## src/rtl/mem_port_arbiter_if.sv

```systemverilog
// Handshake bundle between the IF/MEM requesters, the arbiter and the unified memory.
// The slave modport is the arbiter's view; the master modport is the pipeline/memory side.
interface mem_port_arbiter_if #(
    parameter int ADDR_W = 32,
    parameter int DATA_W = 32
);
    localparam int BE_W = DATA_W / 8;

    logic              if_req;
    logic [ADDR_W-1:0] if_addr;
    logic              if_ack;
    logic [DATA_W-1:0] if_rdata;
    logic              if_stall;

    logic              d_req;
    logic              d_we;
    logic [ADDR_W-1:0] d_addr;
    logic [DATA_W-1:0] d_wdata;
    logic [BE_W-1:0]   d_be;
    logic              d_ack;
    logic [DATA_W-1:0] d_rdata;
    logic              d_stall;

    logic              err;
    logic              halt_req;
    logic              halted;

    logic              mem_req;
    logic              mem_we;
    logic [ADDR_W-1:0] mem_addr;
    logic [DATA_W-1:0] mem_wdata;
    logic [BE_W-1:0]   mem_be;
    logic              mem_ack;
    logic [DATA_W-1:0] mem_rdata;

    modport slave (
        input  if_req, if_addr,
        output if_ack, if_rdata, if_stall,
        input  d_req, d_we, d_addr, d_wdata, d_be,
        output d_ack, d_rdata, d_stall,
        output err,
        input  halt_req,
        output halted,
        output mem_req, mem_we, mem_addr, mem_wdata, mem_be,
        input  mem_ack, mem_rdata
    );

    modport master (
        output if_req, if_addr,
        input  if_ack, if_rdata, if_stall,
        output d_req, d_we, d_addr, d_wdata, d_be,
        input  d_ack, d_rdata, d_stall,
        input  err,
        output halt_req,
        input  halted,
        input  mem_req, mem_we, mem_addr, mem_wdata, mem_be,
        output mem_ack, mem_rdata
    );
endinterface

```

## src/rtl/mem_port_arbiter.sv

```systemverilog
// Arbitrates one single-port variable-latency memory between instruction fetch and the
// MEM stage, with fetch anti-starvation, an ack timeout and a sticky halt.
module mem_port_arbiter #(
    parameter int ADDR_W       = 32,
    parameter int DATA_W       = 32,
    parameter int MAX_D_STREAK = 4,
    parameter int TIMEOUT      = 64
) (
    input  logic               clk,
    input  logic               reset,
    mem_port_arbiter_if.slave  bus
);
    localparam int BE_W     = DATA_W / 8;
    localparam int STREAK_W = 4;
    localparam int WAIT_W   = (TIMEOUT > 1) ? $clog2(TIMEOUT + 1) : 1;

    typedef enum logic [1:0] {
        IDLE    = 2'd0,
        BUSY_IF = 2'd1,
        BUSY_D  = 2'd2,
        HALTED  = 2'd3
    } state_t;

    state_t              state_r;
    logic [STREAK_W-1:0] d_streak_r;
    logic [WAIT_W-1:0]   wait_cnt_r;
    logic                halt_pending_r;
    logic                halted_r;
    logic                mem_req_r;
    logic                mem_we_r;
    logic [ADDR_W-1:0]   mem_addr_r;
    logic [DATA_W-1:0]   mem_wdata_r;
    logic [BE_W-1:0]     mem_be_r;

    logic                busy_s;
    logic                halt_now_s;
    logic                timeout_s;
    logic                done_s;
    logic                grant_d_s;
    logic                grant_if_s;
    logic                if_ack_s;
    logic                d_ack_s;
    logic [DATA_W-1:0]   rdata_s;

    // Arbitration decision, completion detection and the ack/data return path.
    always_comb begin
        busy_s     = (state_r == BUSY_IF) || (state_r == BUSY_D);
        // halt_req seen this cycle already blocks a grant, not just the registered flag
        halt_now_s = halt_pending_r || bus.halt_req;

        if (TIMEOUT != 32'sd0) begin
            timeout_s = busy_s && !bus.mem_ack && (wait_cnt_r == WAIT_W'(TIMEOUT - 1));
        end else begin
            timeout_s = 1'b0;
        end

        done_s   = busy_s && (bus.mem_ack || timeout_s);
        if_ack_s = done_s && (state_r == BUSY_IF);
        d_ack_s  = done_s && (state_r == BUSY_D);

        if (timeout_s) begin
            rdata_s = {DATA_W{1'b0}};
        end else begin
            rdata_s = bus.mem_rdata;
        end

        if ((state_r == IDLE) && !halt_now_s) begin
            grant_d_s  = bus.d_req &&
                         !(bus.if_req && (d_streak_r == STREAK_W'(MAX_D_STREAK)));
            grant_if_s = !grant_d_s && bus.if_req;
        end else begin
            grant_d_s  = 1'b0;
            grant_if_s = 1'b0;
        end
    end

    assign bus.if_ack    = if_ack_s;
    assign bus.d_ack     = d_ack_s;
    assign bus.if_rdata  = rdata_s;
    assign bus.d_rdata   = rdata_s;
    assign bus.err       = timeout_s;
    assign bus.if_stall  = bus.if_req && !if_ack_s;
    assign bus.d_stall   = bus.d_req && !d_ack_s;
    assign bus.halted    = halted_r;
    assign bus.mem_req   = mem_req_r;
    assign bus.mem_we    = mem_we_r;
    assign bus.mem_addr  = mem_addr_r;
    assign bus.mem_wdata = mem_wdata_r;
    assign bus.mem_be    = mem_be_r;

    // Arbiter FSM with registered memory-side outputs, streak/wait counters and halt flag.
    always_ff @(posedge clk or posedge reset) begin
        if (reset) begin
            state_r        <= IDLE;
            d_streak_r     <= {STREAK_W{1'b0}};
            wait_cnt_r     <= {WAIT_W{1'b0}};
            halt_pending_r <= 1'b0;
            halted_r       <= 1'b0;
            mem_req_r      <= 1'b0;
            mem_we_r       <= 1'b0;
            mem_addr_r     <= {ADDR_W{1'b0}};
            mem_wdata_r    <= {DATA_W{1'b0}};
            mem_be_r       <= {BE_W{1'b0}};
        end else begin
            halt_pending_r <= halt_pending_r | bus.halt_req;

            case (state_r)
                IDLE: begin
                    if (halt_now_s) begin
                        state_r   <= HALTED;
                        halted_r  <= 1'b1;
                        mem_req_r <= 1'b0;
                    end else if (grant_d_s) begin
                        state_r     <= BUSY_D;
                        mem_req_r   <= 1'b1;
                        mem_we_r    <= bus.d_we;
                        mem_addr_r  <= bus.d_addr;
                        mem_wdata_r <= bus.d_wdata;
                        mem_be_r    <= bus.d_be;
                        wait_cnt_r  <= {WAIT_W{1'b0}};
                        // streak only accumulates while fetch is actually being held off
                        if (!bus.if_req) begin
                            d_streak_r <= {STREAK_W{1'b0}};
                        end else if (d_streak_r < STREAK_W'(MAX_D_STREAK)) begin
                            d_streak_r <= d_streak_r + STREAK_W'(1);
                        end else begin
                            d_streak_r <= d_streak_r;
                        end
                    end else if (grant_if_s) begin
                        state_r     <= BUSY_IF;
                        mem_req_r   <= 1'b1;
                        mem_we_r    <= 1'b0;
                        mem_addr_r  <= bus.if_addr;
                        mem_wdata_r <= {DATA_W{1'b0}};
                        mem_be_r    <= {BE_W{1'b1}};
                        wait_cnt_r  <= {WAIT_W{1'b0}};
                        d_streak_r  <= {STREAK_W{1'b0}};
                    end else begin
                        mem_req_r <= 1'b0;
                    end
                end

                BUSY_IF, BUSY_D: begin
                    if (done_s) begin
                        mem_req_r  <= 1'b0;
                        wait_cnt_r <= {WAIT_W{1'b0}};
                        if (halt_now_s) begin
                            state_r  <= HALTED;
                            halted_r <= 1'b1;
                        end else begin
                            state_r <= IDLE;
                        end
                    end else if (wait_cnt_r != {WAIT_W{1'b1}}) begin
                        wait_cnt_r <= wait_cnt_r + WAIT_W'(1);
                    end else begin
                        wait_cnt_r <= wait_cnt_r;
                    end
                end

                HALTED: begin
                    mem_req_r <= 1'b0;
                    halted_r  <= 1'b1;
                end

                default: begin
                    state_r   <= IDLE;
                    mem_req_r <= 1'b0;
                end
            endcase
        end
    end
endmodule
```

## src/flat_wrapper.sv

```systemverilog
// flat-port wrapper written by rule: the top's interface ports become plain ports
module mem_port_arbiter_flat 
#(
    parameter int ADDR_W       = 32,
    parameter int DATA_W       = 32,
    parameter int MAX_D_STREAK = 4,
    parameter int TIMEOUT      = 64
)
  (clk, reset, bus_if_req, bus_if_addr, bus_if_ack, bus_if_rdata, bus_if_stall, bus_d_req, bus_d_we, bus_d_addr, bus_d_wdata, bus_d_be, bus_d_ack, bus_d_rdata, bus_d_stall, bus_err, bus_halt_req, bus_halted, bus_mem_req, bus_mem_we, bus_mem_addr, bus_mem_wdata, bus_mem_be, bus_mem_ack, bus_mem_rdata);
  mem_port_arbiter_if #(.ADDR_W(ADDR_W), .DATA_W(DATA_W)) bus_i ();
  input  logic clk;
  input  logic reset;
  input wire logic [$bits(bus_i.if_req)-1:0] bus_if_req;
  input wire logic [$bits(bus_i.if_addr)-1:0] bus_if_addr;
  output wire logic [$bits(bus_i.if_ack)-1:0] bus_if_ack;
  output wire logic [$bits(bus_i.if_rdata)-1:0] bus_if_rdata;
  output wire logic [$bits(bus_i.if_stall)-1:0] bus_if_stall;
  input wire logic [$bits(bus_i.d_req)-1:0] bus_d_req;
  input wire logic [$bits(bus_i.d_we)-1:0] bus_d_we;
  input wire logic [$bits(bus_i.d_addr)-1:0] bus_d_addr;
  input wire logic [$bits(bus_i.d_wdata)-1:0] bus_d_wdata;
  input wire logic [$bits(bus_i.d_be)-1:0] bus_d_be;
  output wire logic [$bits(bus_i.d_ack)-1:0] bus_d_ack;
  output wire logic [$bits(bus_i.d_rdata)-1:0] bus_d_rdata;
  output wire logic [$bits(bus_i.d_stall)-1:0] bus_d_stall;
  output wire logic [$bits(bus_i.err)-1:0] bus_err;
  input wire logic [$bits(bus_i.halt_req)-1:0] bus_halt_req;
  output wire logic [$bits(bus_i.halted)-1:0] bus_halted;
  output wire logic [$bits(bus_i.mem_req)-1:0] bus_mem_req;
  output wire logic [$bits(bus_i.mem_we)-1:0] bus_mem_we;
  output wire logic [$bits(bus_i.mem_addr)-1:0] bus_mem_addr;
  output wire logic [$bits(bus_i.mem_wdata)-1:0] bus_mem_wdata;
  output wire logic [$bits(bus_i.mem_be)-1:0] bus_mem_be;
  input wire logic [$bits(bus_i.mem_ack)-1:0] bus_mem_ack;
  input wire logic [$bits(bus_i.mem_rdata)-1:0] bus_mem_rdata;
  assign bus_i.if_req = bus_if_req;
  assign bus_i.if_addr = bus_if_addr;
  assign bus_if_ack = bus_i.if_ack;
  assign bus_if_rdata = bus_i.if_rdata;
  assign bus_if_stall = bus_i.if_stall;
  assign bus_i.d_req = bus_d_req;
  assign bus_i.d_we = bus_d_we;
  assign bus_i.d_addr = bus_d_addr;
  assign bus_i.d_wdata = bus_d_wdata;
  assign bus_i.d_be = bus_d_be;
  assign bus_d_ack = bus_i.d_ack;
  assign bus_d_rdata = bus_i.d_rdata;
  assign bus_d_stall = bus_i.d_stall;
  assign bus_err = bus_i.err;
  assign bus_i.halt_req = bus_halt_req;
  assign bus_halted = bus_i.halted;
  assign bus_mem_req = bus_i.mem_req;
  assign bus_mem_we = bus_i.mem_we;
  assign bus_mem_addr = bus_i.mem_addr;
  assign bus_mem_wdata = bus_i.mem_wdata;
  assign bus_mem_be = bus_i.mem_be;
  assign bus_i.mem_ack = bus_mem_ack;
  assign bus_i.mem_rdata = bus_mem_rdata;
  mem_port_arbiter #(.ADDR_W(ADDR_W), .DATA_W(DATA_W), .MAX_D_STREAK(MAX_D_STREAK), .TIMEOUT(TIMEOUT)) u_core (.clk(clk), .reset(reset), .bus(bus_i));
endmodule
```

## config.mk

```make
export PLATFORM = sky130hd
export DESIGN_NAME = mem_port_arbiter_flat
export DESIGN_NICKNAME = d
export VERILOG_FILES = /design/src/rtl/mem_port_arbiter_if.sv /design/src/rtl/mem_port_arbiter.sv /design/src/flat_wrapper.sv
export SDC_FILE = /design/constraint.sdc
export NUM_CORES = 1
export LEC_CHECK = 0
export BUFFER_PORTS_ARGS = -buffer_cell sky130_fd_sc_hd__buf_2
export CELL_PAD_IN_SITES_DETAIL_PLACEMENT = 1
export CELL_PAD_IN_SITES_GLOBAL_PLACEMENT = 2
export CORE_UTILIZATION = 20
export DETAILED_ROUTE_END_ITERATION = 7
export PLACE_DENSITY_LB_ADDON = 0.1
export SYNTH_ARGS = -nofsm -noshare
export SYNTH_HDL_FRONTEND = slang
export SYNTH_SLANG_ARGS = --single-unit
```

## constraint.sdc

```tcl
create_clock -name clk -period 2.23 [get_ports clk]
set_input_delay 0.223 -clock clk [delete_from_list [all_inputs] [get_ports clk]]
set_output_delay 0.223 -clock clk [all_outputs]
set_load 0.05 [all_outputs]
```

==> summary.txt <==
Outcome
  – Run status: finished with violations
  – Failing checks: negative hold slack

Synth
  – Most used DFF post-synth: sky130_fd_sc_hd__dfrtp_1
  – Count of warnings emitted by yosys: 0
  – Average cell area after synthesis: between 10 and 15 µm²
  – Most common library cells after synthesis: sky130_fd_sc_hd__dfrtp_1, sky130_fd_sc_hd__nor2_1, sky130_fd_sc_hd__nor2b_1, sky130_fd_sc_hd__a22o_1
  – Cell types with the largest area share after synthesis: sky130_fd_sc_hd__dfrtp_1, sky130_fd_sc_hd__a22o_1, sky130_fd_sc_hd__nor2_1
  – Cell variety after synth: between 40 and 50
  – Post-Synthesis Cells: 401
  – Synthesized cell area: between 4000 and 5000 µm²
  – Sequential-to-total area share from yosys stat: 0.522
  – Share of flip-flops with an asynchronous set or reset: 1.00
  – Syn Nets: approximately 550
  – EDFF count, synth: 0
  – Area share of the largest cell type after synthesis: 0.522
  – Most numerous cell in the Yosys netlist: sky130_fd_sc_hd__dfrtp_1
  – Library cell occupying the most area in the post-synthesis netlist: sky130_fd_sc_hd__dfrtp_1
  – FF+latch count, synth: 85

Critical path
  – Slowest stage delay, CP: 0.39 ns
  – Worst Path Max Fanout: 8
  – Crit path buf inv count: 3
  – Required time at the endpoint of the critical path: 2.01 ns
  – CP delay by family, top: buffers and inverters
  – Arrival time at the worst endpoint: 1.92 ns
  – Library cell contributing the largest single delay on the critical path: sky130_fd_sc_hd__dfrtp_1
  – Register-to-register setup slack: 0.30 ns
  – Cell-by-cell listing of the critical path: ha_2, and2_4, nand2_4, nor3_4, buf_12, clkbuf_16, nor2b_2, buf_6
  – Class of the most critical setup path: flip-flop to primary output
  – Sort of element at the start of the critical path: flip-flop
  – Kind of end point of the critical path: primary output

GRT
  – Largest net degree at the start of global routing: between 80 and 90
  – Antenna violations before repair: 0
  – Via count of the first global-routing pass: approximately 4,200
  – Global router's overall resource usage: 0.141
  – Global-route congestion overflow total: 0
  – Wire length of the first global-routing pass: between 20 and 25 mm

STA
  – Worst-case setup margin in the final layout: about 0.085 ns
  – Tightest Pin Transition: just under 0.5 ns
  – Hold Worst Slack: -0.00709 ns
  – Setup repair after global routing missed its margin: false
  – Hold violation count in the final report: 4
  – Highest clock rate: 466 MHz
  – Final Cycle Share: 0.962
  – Post-route minimum period: approximately 2.1 ns
  – Max-slew violations: 0
  – Count of endpoints failing setup in the final report: 0
  – Max transition margin: 0.669
  – Final worst clock skew: 0.0102 ns

Clocking
  – Clock slew at reported path FFs: roughly 0.070 ns
  – Clock tree from TritonCTS: done
  – Source-to-sink clock delay at the later pin of the worst-skew pair: 0.34 ns
  – Clock sink count: 85
  – Hold buffer count at CTS: 0
  – Clock H-tree levels: 3
  – CTS buffer count: 9
  – Maximum clock path buffer count: 2
  – Clock tree root buffer cell: sky130_fd_sc_hd__clkbuf_16

Layout
  – Total non-filler cell area in the finished layout: 6650 µm²
  – Fin cells: a little over 900
  – Area of the multi-input gates: around 1800 µm²
  – Total inserted antenna cells: 0
  – Fill cell instance count of the final layout: roughly 2,300
  – Post-layout util: 0.337
  – FF+latch area: 2130 µm²
  – Fraction of final layout cells with drive strength greater than 1: 0.550
  – Net total in the final layout: 800
  – Synthesis-to-finish area growth: 63.2%

Min path
  – Class of the worst hold path: primary input to asynchronous set/reset pin

Drt
  – Post-detailed-route wirelength per cell: ~16 µm
  – Residual antenna-violating net count after detailed routing: 0
  – Wire length on met1: between 5 and 6 mm
  – Routed via count: roughly 4,000
  – Iteration-0 DRC Markers: 90
  – Met3 routed wirelength: about 920 µm
  – DRC violation count after routing: 0
  – Via-to-Cell Ratio: 4.28
  – Final wirelength: 14.8 mm
  – Top routing layer in use: met4
  – First-pass DRT Iterations: 4
  – Met2 routed WL: between 7 and 8 mm

Pwr
  – Part of the power in the clock network: 0.379
  – Cell-internal power: 2980 µW
  – Combinational cell fraction of total power: 0.242
  – Worst vdd ir: between 300 and 400 µV
  – Sw power: ~1300 µW
  – Switching Fraction: 0.311
  – Flop pwr share: 0.379
  – Leakage: roughly 0.0036 µW
  – Pwr Density: ~650 nW/µm²

Placed design
  – Post-Place Setup Slack: 0.105 ns
  – # placed instances: between 800 and 900
  – Placed Area: roughly 5600 µm²
  – Port Buffers: around 280
  – Routability Congestion: between 0.7 and 0.8
  – DP HPWL: 10.4 mm

Die
  – Placement row count: between 50 and 60
  – Total Die Area: roughly 21,000 µm²
  – Chip width: 145 µm
  – Starting density of the core: 0.206
  – Placeable core region: between 15,000 and 20,000 µm²
  – Die height: approximately 140 µm
  – Top Ports: about 280

Job
  – Max Cap Viol: 0
-- timing repair --
item | CTS | global route
setup endpoints to repair | 65 | 31
gates resized for setup | 166 | 3
pin swaps | 1 | 0
cloned | 2 | 1
setup buffers | 6 | 0
-- metal layers --
metal	global-route usage	vias up
li1	-	1893
met1	0.157	1910
met2	0.262	141
met3	0.0369	7
met4	0.0349	0
met5	0	-
-- logic make-up after synthesis --
family | share of synthesized area
simple gates | 0.161
compound gates | 0.190
flops | 0.522
buf+inv | 0.0940
fa+ha+maj | 0.0246
mux | 0.00860
-- power groups by stage --
stage	Clock (µW)	Sequential, µW	Combinational [µW]
2_1_floorplan	0	1790	513
3_3_place_gp	0	1670	901
3_5_place_dp	0	1670	903
4_1_cts	1710	1640	1050
5_1_grt	1760	1650	1120
6_report	1640	1640	1040
-- stage by stage --
step | TNS, ns | hold slack [ns] | total power (µW)
after floorplan | -7.82 | 0.349 | 2300
after global placement | 0 | 0.405 | 2570
after detailed placement | 0 | 0.406 | 2570
after CTS | 0 | 0.0279 | 4410
after global routing | 0 | 0.0562 | 4530
final | 0 | -0.00709 | 4320
-- cell type report --
type | instances | area share
sequential | 85 | 0.320
clock buffer | 9 | 0.0339
inverter | 10 | 0.00621
tap | 265 | 0.0499
timing repair buffer | 297 | 0.301
clock inverter | 7 | 0.0149
multi-input combinational | 250 | 0.274
-- sequential cells by signal, summed over array words and instances, names as in the netlist --
name and count:
u_core.wait_cnt_r 7, u_core.bus.mem_we 1, u_core.halt_pending_r 1, u_core.bus.mem_wdata 32
u_core.bus.mem_be 4, u_core.state_r 2, u_core.bus.halted 1, u_core.d_streak_r 4
u_core.bus.mem_addr 32, u_core.bus.mem_req 1
-- final timing paths --
kind | from | end | cells past startpoint
worst max register to register | u_core.state_r[1] | u_core.state_r[0] | 7
worst max-delay path | u_core.wait_cnt_r[0] | bus_d_rdata[23] | 8
min in group clk | bus_d_wdata[6] | u_core.bus.mem_wdata[6] | 2
max in group asynchronous | reset | u_core.wait_cnt_r[3] | 3
worst min register to register | u_core.bus.mem_req | u_core.bus.mem_req | 2
worst min-delay path | reset | u_core.bus.mem_addr[22] | 3
-- worst register-to-register path, cell delays in order (launching register included) --
cell and delay (ns):
sky130_fd_sc_hd__dfrtp_1 0.39, sky130_fd_sc_hd__inv_2 0.11, sky130_fd_sc_hd__ha_1 0.22, sky130_fd_sc_hd__nor3b_4 0.36
sky130_fd_sc_hd__nand3_1 0.16, sky130_fd_sc_hd__buf_4 0.19, sky130_fd_sc_hd__o21a_1 0.11, sky130_fd_sc_hd__mux2_4 0.27
-- cells in the final DEF (no fill, tap or decap), types with 4 or more instances in the layout --
cell type / count
sky130_fd_sc_hd__o22ai_1: 32
sky130_fd_sc_hd__o22a_1: 4
sky130_fd_sc_hd__nor2b_2: 8
sky130_fd_sc_hd__a31oi_1: 7
sky130_fd_sc_hd__a21oi_1: 5
sky130_fd_sc_hd__buf_6: 45
sky130_fd_sc_hd__nand2_1: 9
sky130_fd_sc_hd__buf_12: 4
sky130_fd_sc_hd__nand3_1: 4
sky130_fd_sc_hd__buf_4: 30
sky130_fd_sc_hd__ha_1: 6
sky130_fd_sc_hd__inv_1: 7
sky130_fd_sc_hd__buf_2: 213
sky130_fd_sc_hd__clkbuf_16: 10
sky130_fd_sc_hd__nor2_1: 72
sky130_fd_sc_hd__a22o_1: 33
sky130_fd_sc_hd__dfrtp_1: 84
sky130_fd_sc_hd__nor2b_4: 25
No activity file was read; power rests on OpenSTA's default activity.
